[config.mk]
export PLATFORM = sky130hd
export DESIGN_NAME = vga_sprite_engine_flat
export DESIGN_NICKNAME = d
export VERILOG_FILES = /design/src/rtl/vga_sprite_engine_if.sv /design/src/rtl/vga_sprite_engine.sv /design/src/flat_wrapper.sv
export SDC_FILE = /design/constraint.sdc
export NUM_CORES = 1
export LEC_CHECK = 0
export ABC_AREA = 1
export BUFFER_PORTS_ARGS = -buffer_cell sky130_fd_sc_hd__buf_2
export CORE_MARGIN = 5
export CORE_UTILIZATION = 50
export DETAILED_ROUTE_END_ITERATION = 7
export PLACE_DENSITY = 0.72
export SLEW_MARGIN = 5
export SYNTH_ARGS = -nofsm -noshare
export SYNTH_HDL_FRONTEND = slang
export SYNTH_SLANG_ARGS = --single-unit
[constraint.sdc]
create_clock -name clock -period 2 [get_ports clock]
set_input_delay 0.2 -clock clock [delete_from_list [all_inputs] [get_ports clock]]
set_output_delay 0.2 -clock clock [all_outputs]
set_load 0.005 [all_outputs]
[src/rtl/vga_sprite_engine_if.sv]
// Sprite-in / video-out bundle for vga_sprite_engine.
interface vga_sprite_engine_if #(parameter int N_SPR = 3);
   typedef struct packed {
      logic [N_SPR*10-1:0] x;
      logic [N_SPR*10-1:0] y;
      logic [N_SPR-1:0]    en;
      logic [N_SPR*24-1:0] rgb;
   } spr_req_t;

   logic [N_SPR*10-1:0] spr_x;
   logic [N_SPR*10-1:0] spr_y;
   logic [N_SPR-1:0]    spr_en;
   logic [N_SPR*24-1:0] spr_rgb;
   logic                pix_en;
   logic                hsync;
   logic                vsync;
   logic                video_on;
   logic [7:0]          red;
   logic [7:0]          green;
   logic [7:0]          blue;
   logic                frame_start;
   logic [N_SPR-1:0]    coll_flags;

   modport master (
      output spr_x, spr_y, spr_en, spr_rgb,
      input  pix_en, hsync, vsync, video_on, red, green, blue, frame_start, coll_flags
   );
   modport slave (
      input  spr_x, spr_y, spr_en, spr_rgb,
      output pix_en, hsync, vsync, video_on, red, green, blue, frame_start, coll_flags
   );
endinterface

[src/rtl/vga_sprite_engine.sv]
// VGA timing generator + N_SPR rectangular sprite compositor, 2-stage pixel pipeline.
// Optional build macro SPRITE_COLLISION_EN adds per-frame sprite collision flags.

module vga_spr_hit #(
   parameter int SPR_W = 64,
   parameter int SPR_H = 96
) (
   input  logic [9:0] x,
   input  logic [9:0] y,
   input  logic [9:0] sx,
   input  logic [9:0] sy,
   input  logic       en,
   output logic       hit
);
   logic [10:0] xe, ye;

   // 11-bit bounds so sprites near the right/bottom edge clip instead of wrapping
   assign xe  = {1'b0, sx} + 11'(SPR_W);
   assign ye  = {1'b0, sy} + 11'(SPR_H);
   assign hit = en && (x >= sx) && ({1'b0, x} < xe) && (y >= sy) && ({1'b0, y} < ye);
endmodule

module vga_sprite_engine #(
   parameter int          CLK_DIV  = 2,
   parameter int          H_ACTIVE = 640,
   parameter int          H_FP     = 16,
   parameter int          H_SYNC   = 96,
   parameter int          H_BP     = 48,
   parameter int          V_ACTIVE = 480,
   parameter int          V_FP     = 10,
   parameter int          V_SYNC   = 2,
   parameter int          V_BP     = 33,
   parameter int          N_SPR    = 3,
   parameter int          SPR_W    = 64,
   parameter int          SPR_H    = 96,
   parameter logic [23:0] BG_RGB   = 24'h404040
) (
   input logic                clock,
   input logic                rst_n,
   vga_sprite_engine_if.slave bus
);
   localparam int H_TOTAL = H_ACTIVE + H_FP + H_SYNC + H_BP;
   localparam int V_TOTAL = V_ACTIVE + V_FP + V_SYNC + V_BP;
   localparam int HS_BEG  = H_ACTIVE + H_FP;
   localparam int HS_END  = HS_BEG + H_SYNC;
   localparam int VS_BEG  = V_ACTIVE + V_FP;
   localparam int VS_END  = VS_BEG + V_SYNC;
   localparam int DW      = (CLK_DIV > 1) ? $clog2(CLK_DIV) : 1;

   typedef struct packed {
      logic vis;
      logic hs;
      logic vs;
   } ctl_t;

   localparam ctl_t CTL_RST = '{vis: 1'b0, hs: 1'b1, vs: 1'b1};

   logic [DW-1:0]             div;
   logic                      pe, sample;
   logic [9:0]                h_cnt, v_cnt;
   logic [N_SPR-1:0][9:0]     sh_x, sh_y;
   logic [N_SPR-1:0]          sh_en;
   logic [N_SPR-1:0][23:0]    sh_rgb;
   logic [N_SPR-1:0]          hit, s1_hit;
   ctl_t                      raw_ctl, s1_ctl, s2_ctl;
   logic [23:0]               mux_rgb, rgb_q;

   assign pe     = (div == DW'(CLK_DIV - 1));
   assign sample = pe && (h_cnt == '0) && (v_cnt == 10'(V_ACTIVE));

   always_ff @(posedge clock or negedge rst_n) begin
      if (!rst_n)  div <= '0;
      else if (pe) div <= '0;
      else         div <= div + DW'(1);
   end

   always_ff @(posedge clock or negedge rst_n) begin
      if (!rst_n) begin
         h_cnt <= '0;
         v_cnt <= '0;
      end else if (pe) begin
         if (h_cnt == 10'(H_TOTAL - 1)) begin
            h_cnt <= '0;
            v_cnt <= (v_cnt == 10'(V_TOTAL - 1)) ? '0 : v_cnt + 10'd1;
         end else begin
            h_cnt <= h_cnt + 10'd1;
         end
      end
   end

   // Sprite state is only taken at the first blank line so a frame never tears
   always_ff @(posedge clock or negedge rst_n) begin
      if (!rst_n) begin
         sh_x   <= '0;
         sh_y   <= '0;
         sh_en  <= '0;
         sh_rgb <= '0;
      end else if (sample) begin
         for (int i = 0; i < N_SPR; i++) begin
            sh_x[i]   <= bus.spr_x[10*i +: 10];
            sh_y[i]   <= bus.spr_y[10*i +: 10];
            sh_rgb[i] <= bus.spr_rgb[24*i +: 24];
         end
         sh_en <= bus.spr_en;
      end
   end

   assign raw_ctl.vis = (h_cnt < 10'(H_ACTIVE)) && (v_cnt < 10'(V_ACTIVE));
   assign raw_ctl.hs  = !((h_cnt >= 10'(HS_BEG)) && (h_cnt < 10'(HS_END)));
   assign raw_ctl.vs  = !((v_cnt >= 10'(VS_BEG)) && (v_cnt < 10'(VS_END)));

   for (genvar g = 0; g < N_SPR; g++) begin : g_lane
      vga_spr_hit #(.SPR_W(SPR_W), .SPR_H(SPR_H)) u_hit (
         .x   (h_cnt),
         .y   (v_cnt),
         .sx  (sh_x[g]),
         .sy  (sh_y[g]),
         .en  (sh_en[g]),
         .hit (hit[g])
      );
   end

   // Walk from highest index down so the lowest-index hit lands last and wins
   always_comb begin
      mux_rgb = BG_RGB;
      for (int i = N_SPR - 1; i >= 0; i--)
         if (s1_hit[i]) mux_rgb = sh_rgb[i];
   end

   always_ff @(posedge clock or negedge rst_n) begin
      if (!rst_n) begin
         s1_hit <= '0;
         s1_ctl <= CTL_RST;
         s2_ctl <= CTL_RST;
         rgb_q  <= '0;
      end else if (pe) begin
         s1_hit <= hit;
         s1_ctl <= raw_ctl;
         s2_ctl <= s1_ctl;
         rgb_q  <= s1_ctl.vis ? mux_rgb : 24'h0;
      end
   end

   assign bus.pix_en      = pe;
   assign bus.frame_start = sample;
   assign bus.hsync       = s2_ctl.hs;
   assign bus.vsync       = s2_ctl.vs;
   assign bus.video_on    = s2_ctl.vis;
   assign bus.red         = rgb_q[23:16];
   assign bus.green       = rgb_q[15:8];
   assign bus.blue        = rgb_q[7:0];

`ifdef SPRITE_COLLISION_EN
   logic [N_SPR-1:0] coll_acc, coll_q;
   logic             multi;

   // x & (x-1) is nonzero exactly when two or more bits are set
   assign multi = |(s1_hit & (s1_hit - 1'b1));

   always_ff @(posedge clock or negedge rst_n) begin
      if (!rst_n) begin
         coll_acc <= '0;
         coll_q   <= '0;
      end else if (pe) begin
         if (sample) begin
            coll_q   <= coll_acc;
            coll_acc <= '0;
         end else if (s1_ctl.vis && multi) begin
            coll_acc <= coll_acc | s1_hit;
         end
      end
   end

   assign bus.coll_flags = coll_q;
`else
   assign bus.coll_flags = '0;
`endif
endmodule

[src/flat_wrapper.sv]
// flat-port wrapper written by rule: the top's interface ports become plain ports
module vga_sprite_engine_flat 
#(
   parameter int          CLK_DIV  = 2,
   parameter int          H_ACTIVE = 640,
   parameter int          H_FP     = 16,
   parameter int          H_SYNC   = 96,
   parameter int          H_BP     = 48,
   parameter int          V_ACTIVE = 480,
   parameter int          V_FP     = 10,
   parameter int          V_SYNC   = 2,
   parameter int          V_BP     = 33,
   parameter int          N_SPR    = 3,
   parameter int          SPR_W    = 64,
   parameter int          SPR_H    = 96,
   parameter logic [23:0] BG_RGB   = 24'h404040
)
  (clock, rst_n, bus_spr_x, bus_spr_y, bus_spr_en, bus_spr_rgb, bus_pix_en, bus_hsync, bus_vsync, bus_video_on, bus_red, bus_green, bus_blue, bus_frame_start, bus_coll_flags);
  vga_sprite_engine_if #(.N_SPR(N_SPR)) bus_i ();
  input logic clock;
  input logic rst_n;
  input wire logic [$bits(bus_i.spr_x)-1:0] bus_spr_x;
  input wire logic [$bits(bus_i.spr_y)-1:0] bus_spr_y;
  input wire logic [$bits(bus_i.spr_en)-1:0] bus_spr_en;
  input wire logic [$bits(bus_i.spr_rgb)-1:0] bus_spr_rgb;
  output wire logic [$bits(bus_i.pix_en)-1:0] bus_pix_en;
  output wire logic [$bits(bus_i.hsync)-1:0] bus_hsync;
  output wire logic [$bits(bus_i.vsync)-1:0] bus_vsync;
  output wire logic [$bits(bus_i.video_on)-1:0] bus_video_on;
  output wire logic [$bits(bus_i.red)-1:0] bus_red;
  output wire logic [$bits(bus_i.green)-1:0] bus_green;
  output wire logic [$bits(bus_i.blue)-1:0] bus_blue;
  output wire logic [$bits(bus_i.frame_start)-1:0] bus_frame_start;
  output wire logic [$bits(bus_i.coll_flags)-1:0] bus_coll_flags;
  assign bus_i.spr_x = bus_spr_x;
  assign bus_i.spr_y = bus_spr_y;
  assign bus_i.spr_en = bus_spr_en;
  assign bus_i.spr_rgb = bus_spr_rgb;
  assign bus_pix_en = bus_i.pix_en;
  assign bus_hsync = bus_i.hsync;
  assign bus_vsync = bus_i.vsync;
  assign bus_video_on = bus_i.video_on;
  assign bus_red = bus_i.red;
  assign bus_green = bus_i.green;
  assign bus_blue = bus_i.blue;
  assign bus_frame_start = bus_i.frame_start;
  assign bus_coll_flags = bus_i.coll_flags;
  vga_sprite_engine #(.CLK_DIV(CLK_DIV), .H_ACTIVE(H_ACTIVE), .H_FP(H_FP), .H_SYNC(H_SYNC), .H_BP(H_BP), .V_ACTIVE(V_ACTIVE), .V_FP(V_FP), .V_SYNC(V_SYNC), .V_BP(V_BP), .N_SPR(N_SPR), .SPR_W(SPR_W), .SPR_H(SPR_H), .BG_RGB(BG_RGB)) u_core (.clock(clock), .rst_n(rst_n), .bus(bus_i));
endmodule
After elaboration in Yosys (flattened, before gate mapping)

Index checks and enable logic that the tools add are counted.

$add $sub $neg: 9
$lt $le $gt $ge: 18
Equality and inequality tests: 3
Muxes and demuxes: 7
Reductions and logical operators: 21

Operator list:

| operator                | count |
|---|---|
| $mux W24                | 4 |
| $add A10 B7 Y11 const B | 6 |
| $lt A10 B11 Y1          | 6 |
| $ge A10 B10 Y1          | 6 |
| $add A10 B1 Y10 const B | 2 |
| $eq A10 B10 Y1 const B  | 2 |
| $lt A10 B10 Y1 const B  | 2 |
| $lt A10 B9 Y1 const B   | 2 |
| $mux W10                | 2 |
| $logic_and A1 B1 Y1     | 17 |
| $eq A10 B9 Y1 const B   | 1 |
| $ge A10 B10 Y1 const B  | 1 |
| $ge A10 B9 Y1 const B   | 1 |
| $logic_not A10 Y1       | 1 |
| $logic_not A1 Y1        | 2 |
| $reduce_and A2 Y1       | 1 |
| $add A1 B1 Y1 const B   | 1 |
| $mux W1                 | 1 |

Bits in registers: 189
Input port bits: 137
Output and inout port bits: 32

Logic depth before layout (Yosys ltp)

Gate-level depths: netlist of run 1.

Depth after elaboration: 5
Mapped depth: 12

Hierarchy

Synthesis of run 1 repeated with hierarchy kept, for this count alone.

Cells, all modules: 1467
Area, all modules: 11164.5 um2

By module, submodules not included:

| module                                    | times used | cells an instance | area each (um2) |
|---|---|---|---|
| vga_sprite_engine                         | 1          | 986               | 8264.2 |
| vga_spr_hit at u_core.g_lane[1].u_hit ... | 2          | 161               | 967.2 |
| vga_spr_hit at u_core.g_lane[0].u_hit     | 1          | 159               | 965.9 |

Worst setup path after synthesis of run 1

OpenSTA, ideal clock, no wires.

Path kind: register to register
Start point: register u_core.sh_y[25] (netlist bit)
End point: register u_core.s1_hit[2]
Setup time: 126 ps
Data arrival time: 1668 ps
Data required time: 1874 ps
Setup slack: 206 ps
Cell stages (with the launch flop): 11
Path buffers: 0
Cell sequence: dfrtp_1 inv_1 ha_1 ha_1 inv_1 or2_2 o21a_1 nor2_1 nor2_1 nand2_1 o21ai_0

Longest elaborated chain between the ends: 3

RTL lines:

| item                                                  | line                                             | source |
|---|---|---|
| from (decl)                                           | vga_sprite_engine.sv:61                          | `logic [N_SPR-1:0][9:0] sh_x, sh_y;` |
| from (signal, indexed assignment)                     | vga_sprite_engine.sv:101                         | `sh_y[i] <= bus.spr_y[10*i +: 10];` |
| $add A10 B7 Y11 or $ge A10 B10 Y1 (tied branches)     | vga_sprite_engine.sv:19, vga_sprite_engine.sv:20 |  |
| $lt A10 B11 Y1 or $logic_and A1 B1 Y1 (tied branches) | vga_sprite_engine.sv:20                          | `assign hit = en && (x >= sx) && ({1'b0, x} < xe) && (y >= sy) && ({1'b0, y} < ye);` |
| $logic_and A1 B1 Y1 *                                 | vga_sprite_engine.sv:20                          |  |
| to (signal assigned)                                  | vga_sprite_engine.sv:137                         | `s1_hit <= hit;` |
| to (decl)                                             | vga_sprite_engine.sv:64                          | `logic [N_SPR-1:0] hit, s1_hit;` |

Every way passes the cells marked *; elsewhere a longest branch is shown, timed or not.
A chain may end at the register's enable or synchronous reset.

Final worst setup path of run 1

Start point: register u_core.v_cnt[8]
End point: output bus_frame_start

Longest elaborated chain between the ends: 2

RTL lines:

| item                   | line                    | source |
|---|---|---|
| from (decl)            | vga_sprite_engine.sv:60 | `logic [9:0] h_cnt, v_cnt;` |
| from (signal assigned) | vga_sprite_engine.sv:84 | `v_cnt <= (v_cnt == 10'(V_TOTAL - 1)) ? '0 : v_cnt + 10'd1;` |
| $eq A10 B9 Y1          | vga_sprite_engine.sv:69 | `assign sample = pe && (h_cnt == '0) && (v_cnt == 10'(V_ACTIVE));` |
| $logic_and A1 B1 Y1    | vga_sprite_engine.sv:69 |  |
| to (decl)              | flat_wrapper.sv:33      | `output wire logic [$bits(bus_i.frame_start)-1:0] bus_frame_start;` |

No other way between the ends.

==> impl_metrics.ini, run 1 <==
[synth]
syn-cell-area_um2 = 10600
synth_top_family_by_area = simple AND/OR/NAND/NOR gates
synthCells = 1340
synth_compound_area_frac = 0.109
synthDistinctLibCells = 39
synth_top_area_frac = 0.435
synth_fa_ha_area_frac = 0.114
synth_xor_area_frac = 0.0181
synth_seq_cells = 189
yosysTopAreaCell = dfrtp_1
synth_simple_gate_area_frac = 0.237
muxShareOfSynthArea = 0
yosysSeqAreaShare = 0.445
syn_area_per_cell_um2 = 7.95
ys_warn_count = 0
ys_top_cells_by_area = dfrtp_1 (43%), nand2_1 (16%), ha_1 (11%), inv_1 (5.1%), o21ai_0 (3.8%)

[grt]
grt_pass1_wl_mm = 50.2
grt.overflow.total = 0
grt_max_degree = 64
grt_pass1_vias = 10190
grt_use_total = 0.256
antenna_found_initial = 1

[clock_network]
numCtsBuffers = 17
clk_pin_slew_ns = 0.08
clk_latency_ns = 0.45
cts-root-buf = clkbuf_16
cts_sinks = 189
clock_path_buffers = 2
cts_tree = done
htree_levels = 4

[die]
io-pin-count = 169
rows = 53
dieArea_um2 = 24300
die_w_um = 156
start_util = 0.507
die_h_um = 156
core_um2 = 21000

[worst_setup_path]
critPathLaunchType = flip-flop
crit_type = reg -> out
cp_max_fo = 4
crit_chain = buf_4 -> nand2_2 -> nor3_4 -> nand3_2 -> clkinv_4 -> buf_8 -> buf_6
worst_path_max_delay_cell = dfrtp_2
cp_data_arrival_time_ns = 1.72
required_ns = 1.80
end_kind = primary output
cpPeakStageDelay_ns = 0.40

[sta]
max-slew-margin-rel = 0.499
clock_skew_ns = 0.0177
tns_ns = 0
max_freq_mhz = 520
finalHoldViolations = 0
final-setup-viol-count = 0
worst_pin_slew_ns = 0.751
post-route-period-util = 0.962
slew_viol_final = 0
period_needed_ns = 1.92

[place]
gp_congestion = 0.964
hpwl_mm = 20.4
port_buffers = 165

[drt]
drc = 0
vias = 10374
drt_wl_total_mm = 31.5
routedWlPerCell_um = 15.9
wl_met1_mm = 13.3
route.met3.wl_mm = 1.99
routed.top_layer = met4
first_pass_iters = 7
ant_nets = 0
drt_iter0_drc = 793
wl_met2_mm = 15.2
vias_per_cell = 5.22

[power_and_ir_drop]
sw_frac_of_total = 0.259
p_switching_uw = 2040
internal_power_uw = 5850
pwr-share-seq = 0.483
p_leak_uw = 0.00744
power_frac_clock = 0.459
combPwrFrac = 0.057
cellPowerDensity_nw_per_um2 = 542
vdd_drop_max_mv = 0.436

[run_status]
status = finished, final reports clean

[final_layout]
post-route-util = 0.693
layout_common_cells = nand2_1 (461), dfrtp_1 (177), buf_2 (163), inv_1 (134), dlygate4sd3_1 (134)
mostFrequentLayoutCell = nand2_1
area_delta_synth_final_pct = 36.7
nNetsFinal = 1932
final_layout_size_suffix_gt1_frac = 0.197

[flow_run]
drv_cap = 0

[hold_path]
worstHoldPathType = in -> reg
[timing repair]
item / CTS / global route
gates resized for setup: 17 / 37
pin swaps: 3 / 13
cloned: 0 / 1
setup buffers: 10 / 15
hold buffers: 134 / 0
setup endpoints to repair: 2 / 56
endpoints found under the hold margin: 178 / 0
[kinds of logic (layout without fill, tap and decap cells)]
kind of cell | after synthesis | in the layout
other cells | 1 | 4
simple gates | 620 | 620
compound gates | 214 | 214
flops | 189 | 189
fa+ha+maj | 97 | 97
xor+xnor | 22 | 22
buf+inv | 197 | 566
[sequential cells by signal (all words and copies together) (netlist names)]
register / cells
u_core.sh_rgb: 72
u_core.sh_x: 30
u_core.sh_y: 30
u_core.rgb_q: 24
u_core.h_cnt: 10
u_core.v_cnt: 10
u_core.s1_ctl: 3
u_core.s1_hit: 3
u_core.sh_en: 3
u_core.bus.hsync: 1
u_core.bus.pix_en: 1
u_core.bus.video_on: 1
u_core.bus.vsync: 1
[power by group through the flow]
stage	clock network (uW)	logic, uW	registers (uW)
finish	3630	454	3820
global route	3810	495	3820
CTS	3670	442	3820
detailed placement	0	242	3890
global placement	0	244	3890
floorplan	0	5.48	3890
[per-stage QoR]
stage,hold slack [ns],power [uW],cells,area [um^2],setup WS [ns]
CTS,0.00593,7930,1970,14300,0.0120
global placement,0.222,4140,1794,12200,0.0337
detailed placement,0.211,4140,1794,12200,0.0162
floorplan,-0.0956,3900,1342,10700,0.206
finish,0.0108,7900,1987,14600,0.0757
global route,0.0347,8130,1987,14600,-0.0325
[synth_stat cells (all sizes together)]
cell type    n
a21o         3
a21oi       61
a221oi      13
a22oi        2
a31oi        1
and3         1
buf         25
clkbuf      23
clkinv       1
conb         1
dfrtp      185
dfstp        4
ha          97
inv        148
nand2      464
nand3       52
nand3b       7
nand4       12
nor2        59
nor3        14
nor3b        4
nor4         5
o211ai       1
o21a         2
o21ai      124
o21bai       5
o22ai        1
o31ai        1
or2          2
xnor2        3
xor2        19
[final timing paths]
path                                         startpoint                            to  slack [ns]  cells after the start
max in group asynchronous                         rst_n  u_core.s1_ctl[0]$_DFFE_PN1P_        1.08                      3
min reg2reg                u_core.s1_ctl[0]$_DFFE_PN1P_  u_core.bus.vsync$_DFFE_PN1P_        0.47                      2
min                                       bus_spr_y[29]   u_core.sh_y[29]$_DFFE_PN0P_        0.01                      3
max                         u_core.v_cnt[8]$_DFFE_PN0P_               bus_frame_start        0.08                      7
max reg2reg                 u_core.sh_y[16]$_DFFE_PN0P_  u_core.s1_hit[1]$_DFFE_PN0P_        0.09                     12
min in group asynchronous                         rst_n   u_core.v_cnt[7]$_DFFE_PN0P_        0.28                      2
[final cells by class]
class | instances | area, um^2
tap | 275 | 344
sequential | 189 | 4740
multi-input combinational | 956 | 5250
clock buffer | 17 | 425
inverter | 149 | 567
clock inverter | 15 | 221
fill | 1578 | 6460
timing repair buffer | 385 | 3010
antenna | 1 | 2.50
[critical path: cells and delay by family, from the launching register on]
kind	cells	cell delay (ns)
flops	1	0.40
buf+inv	4	0.45
simple gates	3	0.44
[routing by layer]
| metal | vias up | global-route usage |
|---|---|---|
| met5 | - | 0 |
| met4 | 0 | 0.101 |
| met3 | 83 | 0.0441 |
| met2 | 407 | 0.421 |
| met1 | 4840 | 0.339 |
| li1 | 5044 | - |
Note: power is estimated with default switching activity, not from simulation.
==> run 2: changes to the inputs <==
PLACE_DENSITY = 0.7   (was 0.72)
SETUP_SLACK_MARGIN = 0.2   (was default)
TNS_END_PERCENT = 50   (was default)
==> impl_metrics.ini, run 2 (synthesis results as in run 1) <==
[hold_path]
worstHoldPathType = in -> reg
whs_path_depth = 3

[worst_setup_path]
end_kind = primary output
cp-startpoint = u_core.h_cnt[1]$_DFFE_PN0P_
r2r_cells = 11
r2r_slack_ns = 0.11
cp_max_fo = 3
required_ns = 1.80
critPathCapture = bus_frame_start
critPathLaunchType = flip-flop
timing.rr.end = u_core.s1_hit[1]$_DFFE_PN0P_
crit_type = reg -> out
r2r_start = u_core.sh_x[16]$_DFFE_PN0P_
cp_data_arrival_time_ns = 1.70

[drt]
routedWlPerCell_um = 16.7
drc = 0
drt_wl_total_mm = 33.5
ant_nets = 0
routed.top_layer = met4
wl_met1_mm = 14.3
vias = 10529
first_pass_iters = 7
route.met3.wl_mm = 1.96
wl_met2_mm = 16.3
vias_per_cell = 5.26
drt_iter0_drc = 775

[run_status]
status = finished, final reports clean

[power_and_ir_drop]
finalPower_uw = 7960
vdd_drop_max_mv = 0.568
sw_frac_of_total = 0.253
internal_power_uw = 5950
power_frac_clock = 0.465
p_switching_uw = 2010
pwr-share-seq = 0.479
combPwrFrac = 0.055
p_leak_uw = 0.00758
cellPowerDensity_nw_per_um2 = 533

[grt]
grt_pass1_wl_mm = 52.1
antenna_found_initial = 0
grt_pass1_vias = 10426
grt.overflow.total = 0
grt_max_degree = 74
grt_use_total = 0.268

[place]
hpwl_mm = 20.7
dp.cells = 1796
port_buffers = 165
gp_congestion = 0.910

[sta]
period_needed_ns = 1.90
clock_skew_ns = 0.0154
rsz0062_at_grt = true
post-route-period-util = 0.949
final-setup-viol-count = 0
tns_ns = 0
finalHoldViolations = 0
max_freq_mhz = 527
slew_viol_final = 0

[final_layout]
num_antenna_cells = 0
nNetsFinal = 1948
multi_input_area_um2 = 5450
reg_top3 = u_core.sh_rgb (72), u_core.sh_x (30), u_core.sh_y (30)
nFillCells = 1546
final_layout_size_suffix_gt1_frac = 0.226
post-route-util = 0.711
area_delta_synth_final_pct = 40.3
mostFrequentLayoutCell = nand2_1
layout_common_cells = nand2_1 (457), dfrtp_1 (173), buf_2 (163), inv_1 (133), dlygate4sd3_1 (131)
instances_no_fill = 2002
top_register = u_core.sh_rgb
seq_area_um2 = 4750
largest_reg_flops = 72

[die]
io-pin-count = 169
start_util = 0.507
rows = 53
dieArea_um2 = 24300
core_um2 = 21000
die_h_um = 156
die_w_um = 156

[flow_run]
drv_cap = 0

[clock_network]
clock_path_buffers = 2
numCtsBuffers = 17
clk_pin_slew_ns = 0.08
cts_sinks = 189
htree_levels = 4
clk_latency_ns = 0.45
cts-root-buf = clkbuf_16
cts_tree = done
run 2: per-layer routing:
| layer | global-route usage | vias to the layer above |
|---|---|---|
| met1 | 0.352 | 5000 |
| met5 | 0 | - |
| met2 | 0.447 | 378 |
| met3 | 0.0447 | 74 |
| li1 | - | 5077 |
| met4 | 0.0984 | 0 |
run 2: repair_timing:
item | CTS | global route
buffers inserted | 29 | 9
cloned | 1 | 4
pin swaps | 25 | 27
gates resized for setup | 56 | 45
endpoints found under the hold margin | 173 | 0
hold buffers | 131 | 0
endpoints found under the setup margin | 74 | 121
run 2: area by class of cell:
| class | count | area share |
|---|---|---|
| Sequential cell | 189 | 0.318 |
| Clock buffer | 17 | 0.0285 |
| Clock inverter | 15 | 0.0155 |
| Multi-Input combinational cell | 956 | 0.365 |
| Timing Repair Buffer | 401 | 0.212 |
| Inverter | 149 | 0.0379 |
| Tap cell | 275 | 0.0230 |
run 2: how the worst min path moves through the flow:
| stage | start | to | slack, ns |
|---|---|---|---|
| 3_5_place_dp | rst_n | u_core.sh_y[4]$_DFFE_PN0P_ | 0.19 |
| 4_1_cts | bus_spr_x[9] | u_core.sh_x[9]$_DFFE_PN0P_ | 0.003 |
| 3_3_place_gp | rst_n | u_core.sh_y[4]$_DFFE_PN0P_ | 0.19 |
| 5_1_grt | bus_spr_rgb[41] | u_core.sh_rgb[41]$_DFFE_PN0P_ | 0.008 |
| 2_1_floorplan | rst_n | u_core.bus.pix_en$_DFF_PN0_ | -0.1 |
| 6_report | bus_spr_x[9] | u_core.sh_x[9]$_DFFE_PN0P_ | 0.01 |
run 2: power groups by stage:
stage | Combinational [uW] | Sequential (uW) | Clock [uW]
after floorplan | 5.48 | 3890 | 0
after global placement | 239 | 3890 | 0
after detailed placement | 236 | 3890 | 0
after CTS | 432 | 3820 | 3750
after global routing | 484 | 3820 | 3900
final | 442 | 3820 | 3710
run 2: critical path, cell delays in order, from the launching register on:
cell,delay [ns]
dfrtp_1,0.42
inv_2,0.10
ha_4,0.13
nand4_1,0.07
nor2_1,0.15
nand3_2,0.11
clkinv_4,0.09
buf_12,0.11
buf_6,0.08
run 2: through the flow:
step	setup slack, ns	hold WS (ns)	cell area [um^2]
after floorplan	0.206	-0.0956	10700
after global placement	0.0546	0.189	12100
after detailed placement	0.0636	0.195	12100
after CTS	0.0930	0.00349	14600
after global routing	0.0283	0.00834	14900
final	0.102	0.0103	14900
